### src/rtl/tinker_pkg.sv
// Shared definitions for the Tinker decode stage: opcode map, ALU encoding,
// decode-control struct and the opcode-to-control lookup.
package tinker_pkg;

  localparam logic [4:0] OP_AND       = 5'h00;
  localparam logic [4:0] OP_OR        = 5'h01;
  localparam logic [4:0] OP_XOR       = 5'h02;
  localparam logic [4:0] OP_NOT       = 5'h03;
  localparam logic [4:0] OP_SHFTR     = 5'h04;
  localparam logic [4:0] OP_SHFTRI    = 5'h05;
  localparam logic [4:0] OP_SHFTL     = 5'h06;
  localparam logic [4:0] OP_SHFTLI    = 5'h07;
  localparam logic [4:0] OP_BR        = 5'h08;
  localparam logic [4:0] OP_BRR       = 5'h09;
  localparam logic [4:0] OP_BRRL      = 5'h0a;
  localparam logic [4:0] OP_BRNZ      = 5'h0b;
  localparam logic [4:0] OP_CALL      = 5'h0c;
  localparam logic [4:0] OP_RETURN    = 5'h0d;
  localparam logic [4:0] OP_BRGT      = 5'h0e;
  localparam logic [4:0] OP_PRIV      = 5'h0f;
  localparam logic [4:0] OP_MOV_LOAD  = 5'h10;
  localparam logic [4:0] OP_MOV_REG   = 5'h11;
  localparam logic [4:0] OP_MOV_LIT   = 5'h12;
  localparam logic [4:0] OP_MOV_STORE = 5'h13;
  localparam logic [4:0] OP_ADDF      = 5'h14;
  localparam logic [4:0] OP_SUBF      = 5'h15;
  localparam logic [4:0] OP_MULF      = 5'h16;
  localparam logic [4:0] OP_DIVF      = 5'h17;
  localparam logic [4:0] OP_ADD       = 5'h18;
  localparam logic [4:0] OP_ADDI      = 5'h19;
  localparam logic [4:0] OP_SUB       = 5'h1a;
  localparam logic [4:0] OP_SUBI      = 5'h1b;
  localparam logic [4:0] OP_MUL       = 5'h1c;
  localparam logic [4:0] OP_DIV       = 5'h1d;

  typedef enum logic [3:0] {
    ALU_ADD    = 4'd0,
    ALU_SUB    = 4'd1,
    ALU_MUL    = 4'd2,
    ALU_DIV    = 4'd3,
    ALU_AND    = 4'd4,
    ALU_OR     = 4'd5,
    ALU_XOR    = 4'd6,
    ALU_NOT    = 4'd7,
    ALU_SHR    = 4'd8,
    ALU_SHL    = 4'd9,
    ALU_PASS   = 4'd10,
    ALU_BRANCH = 4'd11
  } alu_op_e;

  typedef struct packed {
    alu_op_e alu_op;
    logic    is_immediate;
    logic    reg_write_enable;
    logic    is_float;
    logic    illegal;
  } decode_ctrl_t;

  typedef struct packed {
    logic [4:0]   opcode;
    logic [4:0]   rd;
    logic [4:0]   rs;
    logic [4:0]   rt;
    logic [11:0]  literal;
    decode_ctrl_t ctrl;
  } decode_out_t;

  // Control bits for an opcode; unmapped opcodes come back flagged illegal.
  function automatic decode_ctrl_t decode_opcode(input logic [4:0] opcode);
    decode_ctrl_t c;
    c.alu_op           = ALU_ADD;
    c.is_immediate     = 1'b0;
    c.reg_write_enable = 1'b1;
    c.is_float         = 1'b0;
    c.illegal          = 1'b0;
    case (opcode)
      OP_AND:       c.alu_op = ALU_AND;
      OP_OR:        c.alu_op = ALU_OR;
      OP_XOR:       c.alu_op = ALU_XOR;
      OP_NOT:       c.alu_op = ALU_NOT;
      OP_SHFTR:     c.alu_op = ALU_SHR;
      OP_SHFTRI:    begin c.alu_op = ALU_SHR; c.is_immediate = 1'b1; end
      OP_SHFTL:     c.alu_op = ALU_SHL;
      OP_SHFTLI:    begin c.alu_op = ALU_SHL; c.is_immediate = 1'b1; end
      OP_BR, OP_BRR, OP_BRNZ, OP_CALL, OP_RETURN, OP_BRGT: begin
        c.alu_op = ALU_BRANCH; c.reg_write_enable = 1'b0;
      end
      OP_BRRL:      begin c.alu_op = ALU_BRANCH; c.reg_write_enable = 1'b0; c.is_immediate = 1'b1; end
      OP_PRIV:      begin c.alu_op = ALU_PASS; c.reg_write_enable = 1'b0; c.is_immediate = 1'b1; end
      OP_MOV_LOAD:  c.is_immediate = 1'b1;
      OP_MOV_REG:   c.alu_op = ALU_PASS;
      OP_MOV_LIT:   begin c.alu_op = ALU_PASS; c.is_immediate = 1'b1; end
      OP_MOV_STORE: begin c.is_immediate = 1'b1; c.reg_write_enable = 1'b0; end
      OP_ADDF:      c.is_float = 1'b1;
      OP_SUBF:      begin c.alu_op = ALU_SUB; c.is_float = 1'b1; end
      OP_MULF:      begin c.alu_op = ALU_MUL; c.is_float = 1'b1; end
      OP_DIVF:      begin c.alu_op = ALU_DIV; c.is_float = 1'b1; end
      OP_ADD:       c.alu_op = ALU_ADD;
      OP_ADDI:      c.is_immediate = 1'b1;
      OP_SUB:       c.alu_op = ALU_SUB;
      OP_SUBI:      begin c.alu_op = ALU_SUB; c.is_immediate = 1'b1; end
      OP_MUL:       c.alu_op = ALU_MUL;
      OP_DIV:       c.alu_op = ALU_DIV;
      default:      begin c.illegal = 1'b1; c.reg_write_enable = 1'b0; end
    endcase
    return c;
  endfunction

  // True when a register index names an architectural register.
  function automatic logic reg_in_range(input logic [4:0] idx, input int num_regs);
    return int'(idx) < num_regs;
  endfunction

endpackage

### src/rtl/tinker_decode_if.sv
// Fetch, execute and writeback signals of the decode stage.
// master = the environment around the stage, slave = the stage itself.
interface tinker_decode_if #(
  parameter int ERR_W = 16
);
  logic             in_valid;
  logic             in_ready;
  logic [31:0]      in_instr;
  logic             flush;
  logic             out_valid;
  logic             out_ready;
  logic [4:0]       out_opcode;
  logic [4:0]       out_rd;
  logic [4:0]       out_rs;
  logic [4:0]       out_rt;
  logic [11:0]      out_literal;
  logic [3:0]       out_alu_op;
  logic             out_is_immediate;
  logic             out_reg_write_enable;
  logic             out_is_float;
  logic             out_illegal;
  logic             wb_valid;
  logic [4:0]       wb_rd;
  logic [ERR_W-1:0] err_count;

  modport master (
    output in_valid, in_instr, flush, out_ready, wb_valid, wb_rd,
    input  in_ready, out_valid, out_opcode, out_rd, out_rs, out_rt, out_literal,
           out_alu_op, out_is_immediate, out_reg_write_enable, out_is_float,
           out_illegal, err_count
  );

  modport slave (
    input  in_valid, in_instr, flush, out_ready, wb_valid, wb_rd,
    output in_ready, out_valid, out_opcode, out_rd, out_rs, out_rt, out_literal,
           out_alu_op, out_is_immediate, out_reg_write_enable, out_is_float,
           out_illegal, err_count
  );
endinterface

### src/rtl/tinker_scoreboard.sv
// Pending-write scoreboard: one bit per architectural register, set when a
// writer issues to execute, cleared when writeback retires it.
module tinker_scoreboard #(
  parameter int NUM_REGS = 32
) (
  input  logic       clk,
  input  logic       reset,
  input  logic       set_en,
  input  logic [4:0] set_idx,
  input  logic       clr_en,
  input  logic [4:0] clr_idx,
  input  logic [4:0] query_a,
  input  logic [4:0] query_b,
  input  logic [4:0] query_c,
  output logic       hit_a,
  output logic       hit_b,
  output logic       hit_c
);
  logic [NUM_REGS-1:0] pending;
  logic [NUM_REGS-1:0] pending_next;

  // Indices outside the tracked range match no bit, so they read as clear.
  function automatic logic lookup(input logic [NUM_REGS-1:0] v, input logic [4:0] idx);
    logic r;
    r = 1'b0;
    for (int i = 0; i < NUM_REGS; i++)
      if (idx == 5'(i)) r = v[i];
    return r;
  endfunction

  // Next-state: clear first, then set, so a same-cycle set wins.
  always_comb begin
    // NOTE: a full default before any conditional write keeps this block free of latches.
    pending_next = pending;
    for (int i = 0; i < NUM_REGS; i++) begin
      if (clr_en && clr_idx == 5'(i)) pending_next[i] = 1'b0;
      if (set_en && set_idx == 5'(i)) pending_next[i] = 1'b1;
    end
  end

  // Pending-bit register.
  always_ff @(posedge clk or posedge reset) begin
    // NOTE: sequential state uses non-blocking assignments so every flop samples pre-edge values.
    if (reset) pending <= '0;
    else       pending <= pending_next;
  end

  assign hit_a = lookup(pending, query_a);
  assign hit_b = lookup(pending, query_b);
  assign hit_c = lookup(pending, query_c);
endmodule

### src/rtl/tinker_decode_stage.sv
// Tinker instruction-decode stage: combinational decode, RAW/WAW hazard
// stall against a pending-write scoreboard, valid/ready output register
// and a saturating illegal-instruction counter.
module tinker_decode_stage
  import tinker_pkg::*;
#(
  parameter int NUM_REGS = 32,
  parameter int ERR_W    = 16
) (
  input logic            clk,
  input logic            reset,
  tinker_decode_if.slave bus
);
  logic [4:0]       opcode, rd, rs, rt;
  logic [11:0]      literal;
  decode_ctrl_t     ctrl;
  decode_out_t      out_q;
  logic             out_valid_q;
  logic [ERR_W-1:0] err_q;
  logic             held_write;
  logic             sb_rs, sb_rt, sb_rd;
  logic             hit_rs, hit_rt, hit_rd;
  logic             hazard, accept, out_fire;

  assign {opcode, rd, rs, rt, literal} = bus.in_instr;

  // Decode; out-of-range registers make the instruction illegal and illegal never writes.
  always_comb begin
    ctrl = decode_opcode(opcode);
    if (!reg_in_range(rd, NUM_REGS) || !reg_in_range(rs, NUM_REGS) ||
        (!ctrl.is_immediate && !reg_in_range(rt, NUM_REGS)))
      ctrl.illegal = 1'b1;
    if (ctrl.illegal) ctrl.reg_write_enable = 1'b0;
  end

  // A register is pending if the scoreboard says so or the held instruction is about to write it.
  assign held_write = out_valid_q && out_q.ctrl.reg_write_enable;
  assign hit_rs     = sb_rs || (held_write && out_q.rd == rs);
  assign hit_rt     = sb_rt || (held_write && out_q.rd == rt);
  assign hit_rd     = sb_rd || (held_write && out_q.rd == rd);
  assign hazard     = !ctrl.illegal &&
                      (hit_rs || (!ctrl.is_immediate && hit_rt) ||
                       (ctrl.reg_write_enable && hit_rd));

  assign bus.in_ready = !bus.flush && (!out_valid_q || bus.out_ready) && !hazard;
  assign accept       = bus.in_valid && bus.in_ready;
  assign out_fire     = out_valid_q && bus.out_ready;

  tinker_scoreboard #(.NUM_REGS(NUM_REGS)) u_scoreboard (
    .clk     (clk),
    .reset   (reset),
    .set_en  (out_fire && out_q.ctrl.reg_write_enable),
    .set_idx (out_q.rd),
    .clr_en  (bus.wb_valid),
    .clr_idx (bus.wb_rd),
    .query_a (rs),
    .query_b (rt),
    .query_c (rd),
    .hit_a   (sb_rs),
    .hit_b   (sb_rt),
    .hit_c   (sb_rd)
  );

  // Output register: load on accept, drop valid on consume or flush, hold otherwise.
  always_ff @(posedge clk or posedge reset) begin
    if (reset) begin
      // NOTE: the payload is reset along with valid so out_* read as zero straight after reset.
      out_q       <= '0;
      out_valid_q <= 1'b0;
    end else if (accept) begin
      out_q       <= '{opcode: opcode, rd: rd, rs: rs, rt: rt, literal: literal, ctrl: ctrl};
      out_valid_q <= 1'b1;
    end else if (bus.flush || bus.out_ready) begin
      out_valid_q <= 1'b0;
    end
  end

  // Saturating count of accepted illegal instructions.
  always_ff @(posedge clk or posedge reset) begin
    if (reset)
      err_q <= '0;
    else if (accept && ctrl.illegal && err_q != {ERR_W{1'b1}})
      err_q <= err_q + 1'b1;
  end

  assign bus.out_valid            = out_valid_q;
  assign bus.out_opcode           = out_q.opcode;
  assign bus.out_rd               = out_q.rd;
  assign bus.out_rs               = out_q.rs;
  assign bus.out_rt               = out_q.rt;
  assign bus.out_literal          = out_q.literal;
  assign bus.out_alu_op           = out_q.ctrl.alu_op;
  assign bus.out_is_immediate     = out_q.ctrl.is_immediate;
  assign bus.out_reg_write_enable = out_q.ctrl.reg_write_enable;
  assign bus.out_is_float         = out_q.ctrl.is_float;
  assign bus.out_illegal          = out_q.ctrl.illegal;
  assign bus.err_count            = err_q;
endmodule

### src/flat_wrapper.sv
// flat-port wrapper written by rule: the top's interface ports become plain ports
module tinker_decode_stage_flat import tinker_pkg::*;
#(
  parameter int NUM_REGS = 32,
  parameter int ERR_W    = 16
)
  (clk, reset, bus_in_valid, bus_in_instr, bus_flush, bus_out_ready, bus_wb_valid, bus_wb_rd, bus_in_ready, bus_out_valid, bus_out_opcode, bus_out_rd, bus_out_rs, bus_out_rt, bus_out_literal, bus_out_alu_op, bus_out_is_immediate, bus_out_reg_write_enable, bus_out_is_float, bus_out_illegal, bus_err_count);
  tinker_decode_if #(.ERR_W(ERR_W)) bus_i ();
  input logic clk;
  input logic reset;
  input wire logic [$bits(bus_i.in_valid)-1:0] bus_in_valid;
  input wire logic [$bits(bus_i.in_instr)-1:0] bus_in_instr;
  input wire logic [$bits(bus_i.flush)-1:0] bus_flush;
  input wire logic [$bits(bus_i.out_ready)-1:0] bus_out_ready;
  input wire logic [$bits(bus_i.wb_valid)-1:0] bus_wb_valid;
  input wire logic [$bits(bus_i.wb_rd)-1:0] bus_wb_rd;
  output wire logic [$bits(bus_i.in_ready)-1:0] bus_in_ready;
  output wire logic [$bits(bus_i.out_valid)-1:0] bus_out_valid;
  output wire logic [$bits(bus_i.out_opcode)-1:0] bus_out_opcode;
  output wire logic [$bits(bus_i.out_rd)-1:0] bus_out_rd;
  output wire logic [$bits(bus_i.out_rs)-1:0] bus_out_rs;
  output wire logic [$bits(bus_i.out_rt)-1:0] bus_out_rt;
  output wire logic [$bits(bus_i.out_literal)-1:0] bus_out_literal;
  output wire logic [$bits(bus_i.out_alu_op)-1:0] bus_out_alu_op;
  output wire logic [$bits(bus_i.out_is_immediate)-1:0] bus_out_is_immediate;
  output wire logic [$bits(bus_i.out_reg_write_enable)-1:0] bus_out_reg_write_enable;
  output wire logic [$bits(bus_i.out_is_float)-1:0] bus_out_is_float;
  output wire logic [$bits(bus_i.out_illegal)-1:0] bus_out_illegal;
  output wire logic [$bits(bus_i.err_count)-1:0] bus_err_count;
  assign bus_i.in_valid = bus_in_valid;
  assign bus_i.in_instr = bus_in_instr;
  assign bus_i.flush = bus_flush;
  assign bus_i.out_ready = bus_out_ready;
  assign bus_i.wb_valid = bus_wb_valid;
  assign bus_i.wb_rd = bus_wb_rd;
  assign bus_in_ready = bus_i.in_ready;
  assign bus_out_valid = bus_i.out_valid;
  assign bus_out_opcode = bus_i.out_opcode;
  assign bus_out_rd = bus_i.out_rd;
  assign bus_out_rs = bus_i.out_rs;
  assign bus_out_rt = bus_i.out_rt;
  assign bus_out_literal = bus_i.out_literal;
  assign bus_out_alu_op = bus_i.out_alu_op;
  assign bus_out_is_immediate = bus_i.out_is_immediate;
  assign bus_out_reg_write_enable = bus_i.out_reg_write_enable;
  assign bus_out_is_float = bus_i.out_is_float;
  assign bus_out_illegal = bus_i.out_illegal;
  assign bus_err_count = bus_i.err_count;
  tinker_decode_stage #(.NUM_REGS(NUM_REGS), .ERR_W(ERR_W)) u_core (.clk(clk), .reset(reset), .bus(bus_i));
endmodule
### config.mk
export PLATFORM = sky130hd
export DESIGN_NAME = tinker_decode_stage_flat
export DESIGN_NICKNAME = d
export VERILOG_FILES = /design/src/rtl/tinker_pkg.sv /design/src/rtl/tinker_decode_if.sv /design/src/rtl/tinker_scoreboard.sv /design/src/rtl/tinker_decode_stage.sv /design/src/flat_wrapper.sv
export SDC_FILE = /design/constraint.sdc
export NUM_CORES = 1
export LEC_CHECK = 0
export CORE_MARGIN = 1.5
export CORE_UTILIZATION = 55
export CTS_BUF_LIST = sky130_fd_sc_hd__clkbuf_8
export DETAILED_ROUTE_END_ITERATION = 12
export GPL_ROUTABILITY_DRIVEN = 0
export PLACE_DENSITY = 0.83
export SETUP_SLACK_MARGIN = 0.2
export SLEW_MARGIN = 10
export SYNTH_ARGS = -nofsm -noshare
export SYNTH_HDL_FRONTEND = slang
export SYNTH_SLANG_ARGS = --single-unit
### constraint.sdc
create_clock -name clk -period 6.7 [get_ports clk]
set_clock_uncertainty 0.15 [all_clocks]
set_input_delay 0.67 -clock clk [delete_from_list [all_inputs] [get_ports clk]]
set_output_delay 0.67 -clock clk [all_outputs]
set_load 0.01 [all_outputs]
* Word-level counts from Yosys, hierarchy flattened
Cells that the tools add are included.
Operators by class: eq/ne operators 188, muxes and demuxes 168, add/sub/neg operators 1, reductions and logical operators 139
Operator list (number):
- 5-bit equality test (second input constant) | 94
- 5-bit by 4-bit equality test with 1-bit output (second input constant) | 48
- 1-bit two-way mux | 167
- 5-bit by 3-bit equality test with 1-bit output (second input constant) | 24
- 1-bit logical AND | 78
- 2-bit nonzero test | 33
- 5-bit by 2-bit equality test with 1-bit output (second input constant) | 12
- 4-bit case mux with 11 select lines | 1
- 5-bit by 1-bit equality test with 1-bit output (second input constant) | 6
- 5-bit logical NOT | 6
- 30-bit OR reduction | 1
- 21-bit OR reduction | 1
- 16-bit by 1-bit adder with 16-bit output (second input constant) | 1
- 16-bit != test (second input constant) | 1
- 5-bit equality test | 3
- 9-bit OR reduction | 1
- 2-bit OR reduction | 4
- 1-bit logical OR | 7
- 7-bit OR reduction | 1
- 3-bit OR reduction | 2
- 1-bit logical NOT | 4
- 4-bit OR reduction | 1
Storage, ports and cells: input bits 43, output and inout bits 58, bits in registers 89

* Depth between registers and ports, before layout
Gate-level depths: netlist of the first run.
depth in word-level cells 43, gate-level depth with buffers 12, gate-level depth less buffers 8

* By module
Synthesis of the first run repeated with hierarchy kept, for this count alone.
Second synthesis, totals: cells, all modules 579, area, all modules 5738.0 µm²
By module, submodules not included:
- tinker_decode_stage | area an instance 2887.8 µm², sequential area each 1426.4 µm², instances 1, cells an instance 221
- tinker_scoreboard | area an instance 2850.2 µm², sequential area each 800.8 µm², instances 1, cells an instance 358

* Worst setup path before layout of the first run
OpenSTA, ideal clock, no wires.
path kind input to register, start input bus_in_instr[12], end register u_core.out_q (netlist bit u_core.bus.out_opcode[1]), arrival 2.942 ns, path buffers 3, stages 11, path slack 3.480 ns, data required time 6.422 ns, cell sequence buf_2 -> buf_4 -> mux2_1 -> a21oi_1 -> o21ai_0 -> a31oi_1 -> o31ai_1 -> a31o_2 -> o31ai_4 -> buf_6 -> mux2_1
Between the ends: cells in the longest elaborated chain, start to end 41, elaborated cells on any way between the ends 74, classes of those cells eq/ne (32); mux (32); reduce/logical (10)
RTL lines:
- from (decl) | line flat_wrapper.sv:12 | input wire logic [$bits(bus_i.in_instr)-1:0] bus_in_instr;
- 5-bit logical NOT | line tinker_scoreboard.sv:27 | if (idx == 5'(i)) r = v[i];
- 1-bit two-way mux (32 in series) | line tinker_scoreboard.sv:27
- 1-bit logical OR * | line tinker_decode_stage.sv:39 | assign hit_rt = sb_rt || (held_write && out_q.rd == rt);
- 1-bit logical AND * | line tinker_decode_stage.sv:42 | (hit_rs || (!ctrl.is_immediate && hit_rt) ||
- 1-bit logical OR * (2 in series) | line tinker_decode_stage.sv:42
- 1-bit logical AND * | line tinker_decode_stage.sv:41 | assign hazard = !ctrl.illegal &&
- 1-bit logical NOT * | line tinker_decode_stage.sv:45 | assign bus.in_ready = !bus.flush && (!out_valid_q || bus.out_ready) && !hazard;
- 1-bit logical AND * | line tinker_decode_stage.sv:45
- 1-bit logical AND * | line tinker_decode_stage.sv:46 | assign accept = bus.in_valid && bus.in_ready;
- to (signal assigned) | line tinker_decode_stage.sv:71 | out_q <= '{opcode: opcode, rd: rd, rs: rs, rt: rt, literal: literal, ctrl: ctrl};
- to (decl) | line tinker_decode_stage.sv:17 | decode_out_t out_q;
Every way passes the cells marked *; elsewhere a longest branch is shown, timed or not. A chain may end at the register's enable or synchronous reset.

* Final worst setup path of the first run
start input bus_in_instr[17], end output bus_in_ready
Between the ends: cells in the longest elaborated chain, start to end 39, elaborated cells on any way between the ends 72, classes of those cells eq/ne (32); mux (32); reduce/logical (8)
RTL lines:
- 5-bit logical NOT | line tinker_scoreboard.sv:27
- 1-bit two-way mux (32 in series) | line tinker_scoreboard.sv:27
- 1-bit logical OR * | line tinker_decode_stage.sv:38 | assign hit_rs = sb_rs || (held_write && out_q.rd == rs);
- 1-bit logical OR * (2 in series) | line tinker_decode_stage.sv:42
- 1-bit logical AND * | line tinker_decode_stage.sv:41
- 1-bit logical NOT * | line tinker_decode_stage.sv:45
- 1-bit logical AND * | line tinker_decode_stage.sv:45
- to (decl) | line flat_wrapper.sv:17 | output wire logic [$bits(bus_i.in_ready)-1:0] bus_in_ready;
Marks and branches as above.

==> metrics, run 1 <==
Ant. Diodes 0; Final nets 728; async set-reset flop share out of synthesis 1.00; Max transition margin 0.261; Comb pwr share 0.342; CTS Buf Count 9; post-synthesis compound-gate area fraction 0.190; Synth Area in Adders 0.00222; Via Count 5320; number of synthesized register bits 89; num rows 36; drt drc 0; Post-synth top flop dfrtp_1; Synth-to-Final Area Change 21.4%; H-tree depth 3; DP HPWL 11100 µm; CTS Hold Buffers Added 0; CTS root buffer clkbuf_8; startpoint types input pin; Yosys top cell area share 0.396; DP Area 6600 µm²; Die Wd 104 µm; worst hold margin 339 ps; fin. max-slew vios 0; Clk Latency, worst-skew pair 370 ps; WL/cell 19.5 µm; Post-synth EDFFs 0; Yosys top cell by area dfrtp_1; Core ar. 9860 µm²; Post-Synth Simple-Gate Area 0.192; worst r2r src u_core.u_scoreboard.pending[23]; layout cells sized above 1 0.0610; Cell Int Power 1.21 mW; min-delay worst type register to register; die height 104 µm; final non-filler cell area 6830 µm²; Core Util, Final 0.693; largest family of logic cells by synthesized area simple AND/OR/NAND/NOR gates; CP endpoint kind primary output; HP Start u_core.bus.out_rt[1]; vias per cell 6.47; most common cell after layout, fill and taps aside clkdlybuf4s50_1; post-synthesis cell count 610; Routed Antenna Nets 0; RSZ-0062 raised after global routing false; maximum VDD drop 0.172 mV; first-pass GRT wire length 26200 µm; Power Total 1.90 mW; commonest cells after routing, fill and taps aside clkdlybuf4s50_1 (100), dfrtp_1 (89), o21ai_0 (88); Worst Hold Path EP u_core.bus.out_rt[1]; Synth Cell Area 5630 µm²; initial antenna violation count 0; Avg Cell Area, Syn 9.23 µm²; PwrDens 278 nW/µm²; clock sink count 89; # Max-Cap Violations 0; Max clock buf depth 2; total net switching power 691 µW; 1st-iter DRT viols 703; port bufs 100; CTS resizes 0; GRT overflow 0; postcts setup bufs 0; crit path max fanout 30; DRT Wirelength 16000 µm; fillcell total 745; Total GRT Usage 0.302; final setup fails 0; TNS Setup 0 ps; Post-Syn Nets 654; Fmax 193 MHz; TritonRoute pass-1 iters 6; CP Class input pin to primary output; reg2reg path depth 9; vias in the first global route 5088; Hold Vio Cnt, Final 0; io pins 101; Area contributors post-synth dfrtp_1 (40%), o21ai_0 (7.8%), mux2_1 (6.2%); pin count of the biggest net entering global routing 90; leak pwr 2.71 nW; Synth Warn # 0; mux share of post-synthesis cell area 0.118; xor and xnor fraction of the mapped netlist area 0.0498; Reg power frac 0.457; Clock Power Share 0.201; status completed; reg-to-reg setup timing slack 3120 ps; crit path DAT 4370 ps; reg-to-reg critical path endpoint u_core.bus.out_rs[0]; fin crit period 5190 ps; critical path data required time 5880 ps; die area 10900 µm²; CTS tree yes; Starting Density 0.571; actual slew at the worst max-slew pin 1110 ps; WHS Path Cells 1; sw frac 0.364; Yosys cell types 64; Reg clk slew, reported paths 80 ps; fin crit share 0.774; post-synthesis sequential area ratio 0.396
[stage by stage]
stage          std cells  setup slack (ps)
2_1_floorplan        610              3480
3_3_place_gp         805              1720
3_5_place_dp         805              1580
4_1_cts              821              1580
5_1_grt              822              1350
6_report             822              1510
[power groups by stage]
| stage | combinational [mW] | sequential (mW) | clock, mW |
|---|---|---|---|
| finish | 0.649 | 0.868 | 0.381 |
| global route | 0.703 | 0.877 | 0.411 |
| detailed placement | 0.641 | 0.862 | 0 |
| floorplan | 0.337 | 0.812 | 0 |
| global placement | 0.617 | 0.856 | 0 |
| CTS | 0.645 | 0.851 | 0.388 |
[flip-flops by register name, summed over array words and instances, names as in the netlist]
| register | flops |
|---|---|
| u_core.u_scoreboard.pending | 32 |
| u_core.bus.err_count | 16 |
| u_core.bus.out_literal | 12 |
| u_core.bus.out_opcode | 5 |
| u_core.bus.out_rd | 5 |
| u_core.bus.out_rs | 5 |
| u_core.bus.out_rt | 5 |
| u_core.bus.out_alu_op | 4 |
| u_core.bus.out_illegal | 1 |
| u_core.bus.out_is_float | 1 |
| u_core.bus.out_is_immediate | 1 |
| u_core.bus.out_reg_write_enable | 1 |
| u_core.bus.out_valid | 1 |
[cell usage after synthesis (4+ instances only)]
cell       n
mux2i_1   17
nor2b_1   12
or2_2      4
o211ai_1  13
buf_2     16
buf_4      4
nor3b_1    6
nor3_1     9
a31oi_1    4
xnor2_1   15
nand4_1    9
mux2_1    31
o21a_1     4
o21ai_0   88
a21oi_1   19
nand3b_1  11
or3_1      5
dfrtp_1   89
nor2_1    25
nor4_1     5
nand2_1   35
xor2_1    17
and2_1     4
nand2b_1  29
nand3_1   25
clkbuf_1  17
inv_1     20
mux2_2    11
buf_6      4
and3_1     4
[metal layers]
layer | GRT usage | routed length (µm) | up-vias
met1 | 0.401 | 6310 | 2499
met5 | 0 | 0 | -
met3 | 0.0789 | 1710 | 86
met4 | 0.129 | 728 | 0
met2 | 0.470 | 7250 | 354
li1 | - | - | 2381
[critical path, cell delays in order]
cell,delay [ps]
clkdlybuf4s50_1,1210
mux2_1,420
a221o_1,370
nand3_1,80
o211ai_1,120
a221oi_1,340
nand3_1,240
o21ai_0,210
and2_1,170
clkdlybuf4s50_1,540
[cell families (layout without fill, tap and decap cells)]
family / Yosys count / count (layout)
flip-flops: 89 / 89
AO/OA/AOI/OAI: 172 / 172
XOR/XNOR: 32 / 32
multiplexers: 60 / 60
adder cells (fa/ha/maj): 1 / 1
AND/OR/NAND/NOR: 195 / 195
buffers and inverters: 61 / 140
[how the worst max path moves through the flow]
stage	from	end	slack, ps	cells past startpoint
after floorplan	bus_in_instr[12]	u_core.bus.out_opcode[1]	3480	11
after global placement	bus_in_instr[17]	bus_in_ready	1720	10
after detailed placement	bus_in_instr[17]	bus_in_ready	1580	10
after CTS	bus_in_instr[17]	bus_in_ready	1580	10
after global routing	bus_in_instr[17]	bus_in_ready	1350	10
final	bus_in_instr[17]	bus_in_ready	1510	10
[final cells by class]
type | count | area, µm² | share of cell area
Clock buffer | 10 | 138 | 0.0201
Clock inverter | 6 | 65.1 | 0.00952
Multi-Input combinational cell | 460 | 3110 | 0.455
Tap cell | 133 | 166 | 0.0244
Timing Repair Buffer | 104 | 1050 | 0.154
Sequential cell | 89 | 2230 | 0.326
Inverter | 20 | 76.3 | 0.0112
No activity file was read; power rests on OpenSTA's default activity.
==> run 2: changes to the inputs <==
Settings changed: CORE_UTILIZATION 55 to 50, PLACE_DENSITY 0.83 to 0.8.
Clock period 6.7 ns to 4.2 ns, I/O delays scaled along.
==> metrics, run 2 (same netlist as run 1, synthesis figures left out) <==
port bufs 100 (unchanged); M1 WL 6310 µm (about the same); actual slew at the worst max-slew pin 750 ps (-356 ps); die height 109 µm (+4.7%); Clk Latency, worst-skew pair 370 ps (about the same); CTS Hold Buffers Added 0 (unchanged); Fmax 263 MHz; maximum VDD drop 0.254 mV (+47%); final non-filler cell area 7010 µm² (+2.5%); DP HPWL 12000 µm (+8.0%); most common cell after layout, fill and taps aside clkdlybuf4s50_1; Core Util, Final 0.644 (-0.0491); drt drc 0 (unchanged); GRT overflow 0 (unchanged); # Max-Cap Violations 0 (unchanged); Reg clk slew, reported paths 90 ps (about the same); TNS Setup 0 ps (unchanged); reg2reg path depth 10 (+1); DP Area 6770 µm² (+2.6%); crit path DAT 3240 ps (-1130 ps); Routed Antenna Nets 0 (unchanged); startpoint types input pin; critical path data required time 3630 ps (-2250 ps); clock sink count 89 (unchanged); Synth-to-Final Area Change 24.4%; CP endpoint kind primary output; min-delay worst type input pin to asynchronous set/reset pin; Via Count 5345 (+0.47%); die area 11900 µm² (+9.7%); Largest stage delay, worst path 670 ps (-540 ps); commonest cells after routing, fill and taps aside clkdlybuf4s50_1 (97), dfrtp_1 (89), o21ai_0 (87); top layer in use met4; WL/cell 19.8 µm (+1.8%); CTS root buffer clkbuf_8; pin count of the biggest net entering global routing 42 (-53%); Die Wd 109 µm (+4.7%); Hold Vio Cnt, Final 0 (unchanged); Max clock buf depth 2 (unchanged); final setup fails 0 (unchanged); Total GRT Usage 0.293 (-0.00973); Sequential Area 2230 µm² (unchanged); num rows 38 (+5.6%); PwrDens 445 nW/µm² (+60%); Max transition margin 0.496 (+0.235); fin crit period 3810 ps; layout cells sized above 1 0.0874 (+0.0265); initial antenna violation count 0 (unchanged); vias in the first global route 5240 (+3.0%); Final nets 748 (+2.7%); CP max stage cell clkdlybuf4s50_1; fin. max-slew vios 0 (unchanged); leak pwr 2.82 nW (+4.0%); fin crit share 0.907; vias per cell 6.30 (-2.7%); status completed; multi-input logic area 3110 µm² (unchanged); CTS tree yes; RSZ-0062 raised after global routing false; H-tree depth 3 (unchanged); 1st-iter DRT viols 543 (-23%); CTS Buf Count 9 (unchanged); Biggest register u_core.u_scoreboard.pending; crit path max fanout 11 (-63%); TritonRoute pass-1 iters 5 (-1); io pins 101 (unchanged); Starting Density 0.517 (-0.0537); DRT Wirelength 16800 µm (+5.2%); most frequent CP cell clkdlybuf4s50_1; worst path cell trace clkdlybuf4s50_1, or4b_2, o22ai_1, o32ai_1, a21oi_1, o311ai_1, nand3_1, o21ai_0, and2_1, clkdlybuf4s50_1; Core ar. 10900 µm² (+10%); WL met3 1720 µm (+0.35%); first-pass GRT wire length 26300 µm (+0.53%); Ant. Diodes 0 (unchanged); CP Class input pin to primary output; metal2 WL 7930 µm (+9.4%); fillcell total 897 (+20%); max FFs per register 32 (unchanged)
==> run 2: cell count changes in the layout (fill, tap and decap cells not counted), moves of 2 or more <==
cell	previous run	this run
clkinv_2	3	1
buf_4	3	23
dlygate4sd2_1	0	2
clkdlybuf4s50_1	100	97
==> run 2: per-layer routing <==
| layer | global-route usage | vias up |
|---|---|---|
| met2 | 0.468 | 313 |
| met1 | 0.369 | 2536 |
| li1 | - | 2412 |
| met5 | 0 | - |
| met4 | 0.157 | 0 |
| met3 | 0.0646 | 84 |
==> run 2: per-stage QoR <==
stage               std cells  total power, mW  hold WS [ps]  worst slack [ps]
floorplan                 610             1.83           336              1230
global placement          832             2.39           316               265
detailed placement        832             2.43           325               214
CTS                       848             3.11           167               243
global route              849             3.27           183               200
finish                    849             3.12           167               391
==> run 2: repair_timing <==
action / CTS / global route
cloned: 0 / 0
pin swaps: 0 / 1
resized for setup: 2 / 2
buffers inserted: 0 / 1
endpoints found under the setup margin: 1 / 1
==> run 2: worst max-delay path: cells and delay by family <==
kind	cells	cell delay, ps
and+or+nand+nor	3	920
buffers and inverters	2	1150
AOI/OAI and AO/OA	5	750
==> run 2: path summary, 6_finish.rpt <==
| path | slack [ps] | startpoint | to |
|---|---|---|---|
| hold reg to reg | 340 | u_core.bus.out_rt[4] | u_core.bus.out_rt[4] |
| min in group clk | 340 | u_core.bus.out_rt[4] | u_core.bus.out_rt[4] |
| setup / recovery | 390 | bus_in_instr[25] | bus_in_ready |
| max in group asynchronous | 2890 | reset | u_core.u_scoreboard.pending[7] |
| setup reg to reg | 960 | u_core.u_scoreboard.pending[23] | u_core.bus.out_rd[1] |
| hold / removal | 170 | reset | u_core.bus.err_count[0] |
==> run 2: power by group <==
part	internal (mW)	leakage [nW]	switching (mW)
clock	0.341	0.107	0.330
combinational	0.569	1.56	0.478
sequential	1.08	1.15	0.327
==> run 2: area by class of cell <==
class,count,area share
inverter,20,0.0109
clock buffer,9,0.0177
tap,140,0.0250
multi-input combinational,460,0.444
clock inverter,7,0.0145
timing repair buffer,124,0.170
sequential,89,0.318
==> run 3: changes to the inputs <==
Settings changed: PLACE_DENSITY 0.8 to 0.87.
==> metrics, run 3 (same netlist as run 1, synthesis figures left out) <==
reg-to-reg setup timing slack 970 ps (about the same); RSZ-0062 raised after global routing false; critical path data required time 3630 ps (about the same); crit path DAT 3330 ps (+90 ps); busiest grt layer met2; Fmax 257 MHz (-2.3%); CTS Hold Buffers Added 0 (unchanged); Via Count 5433 (+1.6%); actual slew at the worst max-slew pin 785 ps (+35.4 ps); Total GRT Usage 0.290 (-0.00246); # Max-Cap Violations 0 (unchanged); fin. max-slew vios 0 (unchanged); CTS Buf Count 9 (unchanged); CTS resizes 0 (-2); postcts setup bufs 0 (unchanged); Starting Density 0.517 (unchanged); Synth-to-Final Area Change 23.8%; 1st-iter DRT viols 507 (-6.6%); Clk Latency, worst-skew pair 370 ps (about the same); crit path max fanout 10 (-1); CP endpoint kind primary output; clock sink count 89 (unchanged); commonest cells after routing, fill and taps aside clkdlybuf4s50_1 (97), dfrtp_1 (89), o21ai_0 (87); fin crit period 3900 ps (+88.4 ps); status completed; maximum VDD drop 0.259 mV (+2.2%); most common cell after layout, fill and taps aside clkdlybuf4s50_1; first-pass GRT wire length 26300 µm (-0.18%); final non-filler cell area 6970 µm² (-0.50%); Die Wd 109 µm (unchanged); Routed Antenna Nets 0 (unchanged); Core ar. 10900 µm² (unchanged); H-tree depth 3 (unchanged); TritonRoute pass-1 iters 6 (+1); DRT Wirelength 16600 µm (-1.2%); num rows 38 (unchanged); WL/cell 19.6 µm (-0.89%); die height 109 µm (unchanged); Reg clk slew, reported paths 90 ps (about the same); CTS root buffer clkbuf_8; die area 11900 µm² (unchanged); vias in the first global route 5178 (-1.2%); GRT overflow 0 (unchanged); TNS Setup 0 ps (unchanged); Max clock buf depth 2 (unchanged); Max transition margin 0.476 (-0.0193); final setup fails 0 (unchanged); Ant. Diodes 0 (unchanged); grt met2 use 0.448 (-0.0201); fin crit share 0.928 (+0.0210); DP Area 6760 µm² (-0.22%); min-delay worst type register to register; Final nets 745 (-0.40%); met1 Resource Use GR 0.368 (about the same); CP Class input pin to primary output; startpoint types input pin; initial antenna violation count 0 (unchanged); Hold Vio Cnt, Final 0 (unchanged); drt drc 0 (unchanged); CTS tree yes; vias per cell 6.42 (+2.0%); pin count of the biggest net entering global routing 66 (+57%); layout cells sized above 1 0.0836 (-0.00388); PwrDens 438 nW/µm² (-1.7%); met3 GRT Util 0.0616 (-0.00299); Biggest register u_core.u_scoreboard.pending; leak pwr 2.81 nW (-0.36%); port bufs 100 (unchanged); DP HPWL 11800 µm (-1.3%); max FFs per register 32 (unchanged); io pins 101 (unchanged)
[run 3: cell count changes in the layout (fill, tap and decap cells not counted), sizes merged]
| cell | previous run | this run |
|---|---|---|
| buf | 24 | 21 |
| dlygate4sd2 | 2 | 0 |
| dlymetal6s2s | 1 | 3 |
| bufinv | 2 | 1 |
| clkbuf | 9 | 10 |
| clkinvlp | 2 | 3 |
| inv | 22 | 21 |
[run 3: worst max-delay path, cell delays in order]
cell and delay (ps):
clkdlybuf4s50_1 500, buf_4 220, and3_1 200, and4b_1 220
a31oi_1 190, nand2_1 90, o311ai_1 390, nand3_1 190
o21ai_0 180, and2_1 170, clkdlybuf4s50_1 540
[run 3: layer usage]
metal / up-vias / wire (µm)
met3: 111 / 1660
li1: 2407 / -
met2: 356 / 7640
met1: 2559 / 6280
met4: 0 / 1050
met5: - / 0
[run 3: path summary, 6_finish.rpt]
kind	start	end	depth (start not counted)
worst min register to register	u_core.bus.out_alu_op[3]	u_core.bus.out_alu_op[3]	1
worst max-delay path	bus_in_instr[23]	bus_in_ready	11
max in group asynchronous	reset	u_core.u_scoreboard.pending[5]	3
min in group asynchronous	reset	u_core.bus.out_literal[8]	2
worst min-delay path	u_core.bus.out_alu_op[3]	u_core.bus.out_alu_op[3]	1
worst max register to register	u_core.u_scoreboard.pending[23]	u_core.bus.out_rs[3]	10
[run 3: final cells by class]
class | count | area [µm²]
tap | 140 | 175
clock inverter | 6 | 66.3
multi-input combinational | 460 | 3110
fill | 859 | 3920
clock buffer | 10 | 138
sequential | 89 | 2230
timing repair buffer | 121 | 1180
inverter | 20 | 77.6
[run 3: stage by stage]
stage          cells  hold slack (ps)  utilization  worst slack (ps)  power [mW]
2_1_floorplan    610              336            -              1230        1.83
3_3_place_gp     830              316        0.621               358        2.38
3_5_place_dp     830              326        0.621               314        2.43
4_1_cts          846              349        0.640               298        3.04
5_1_grt          846              366        0.640               209        3.19
6_report         846              340        0.640               302        3.05
[run 3: power breakdown]
| group | switching (mW) | total (mW) | internal, mW | leakage (nW) |
|---|---|---|---|---|
| combinational | 0.485 | 1.05 | 0.569 | 1.56 |
| clock | 0.314 | 0.606 | 0.292 | 0.0949 |
| sequential | 0.316 | 1.39 | 1.08 | 1.15 |
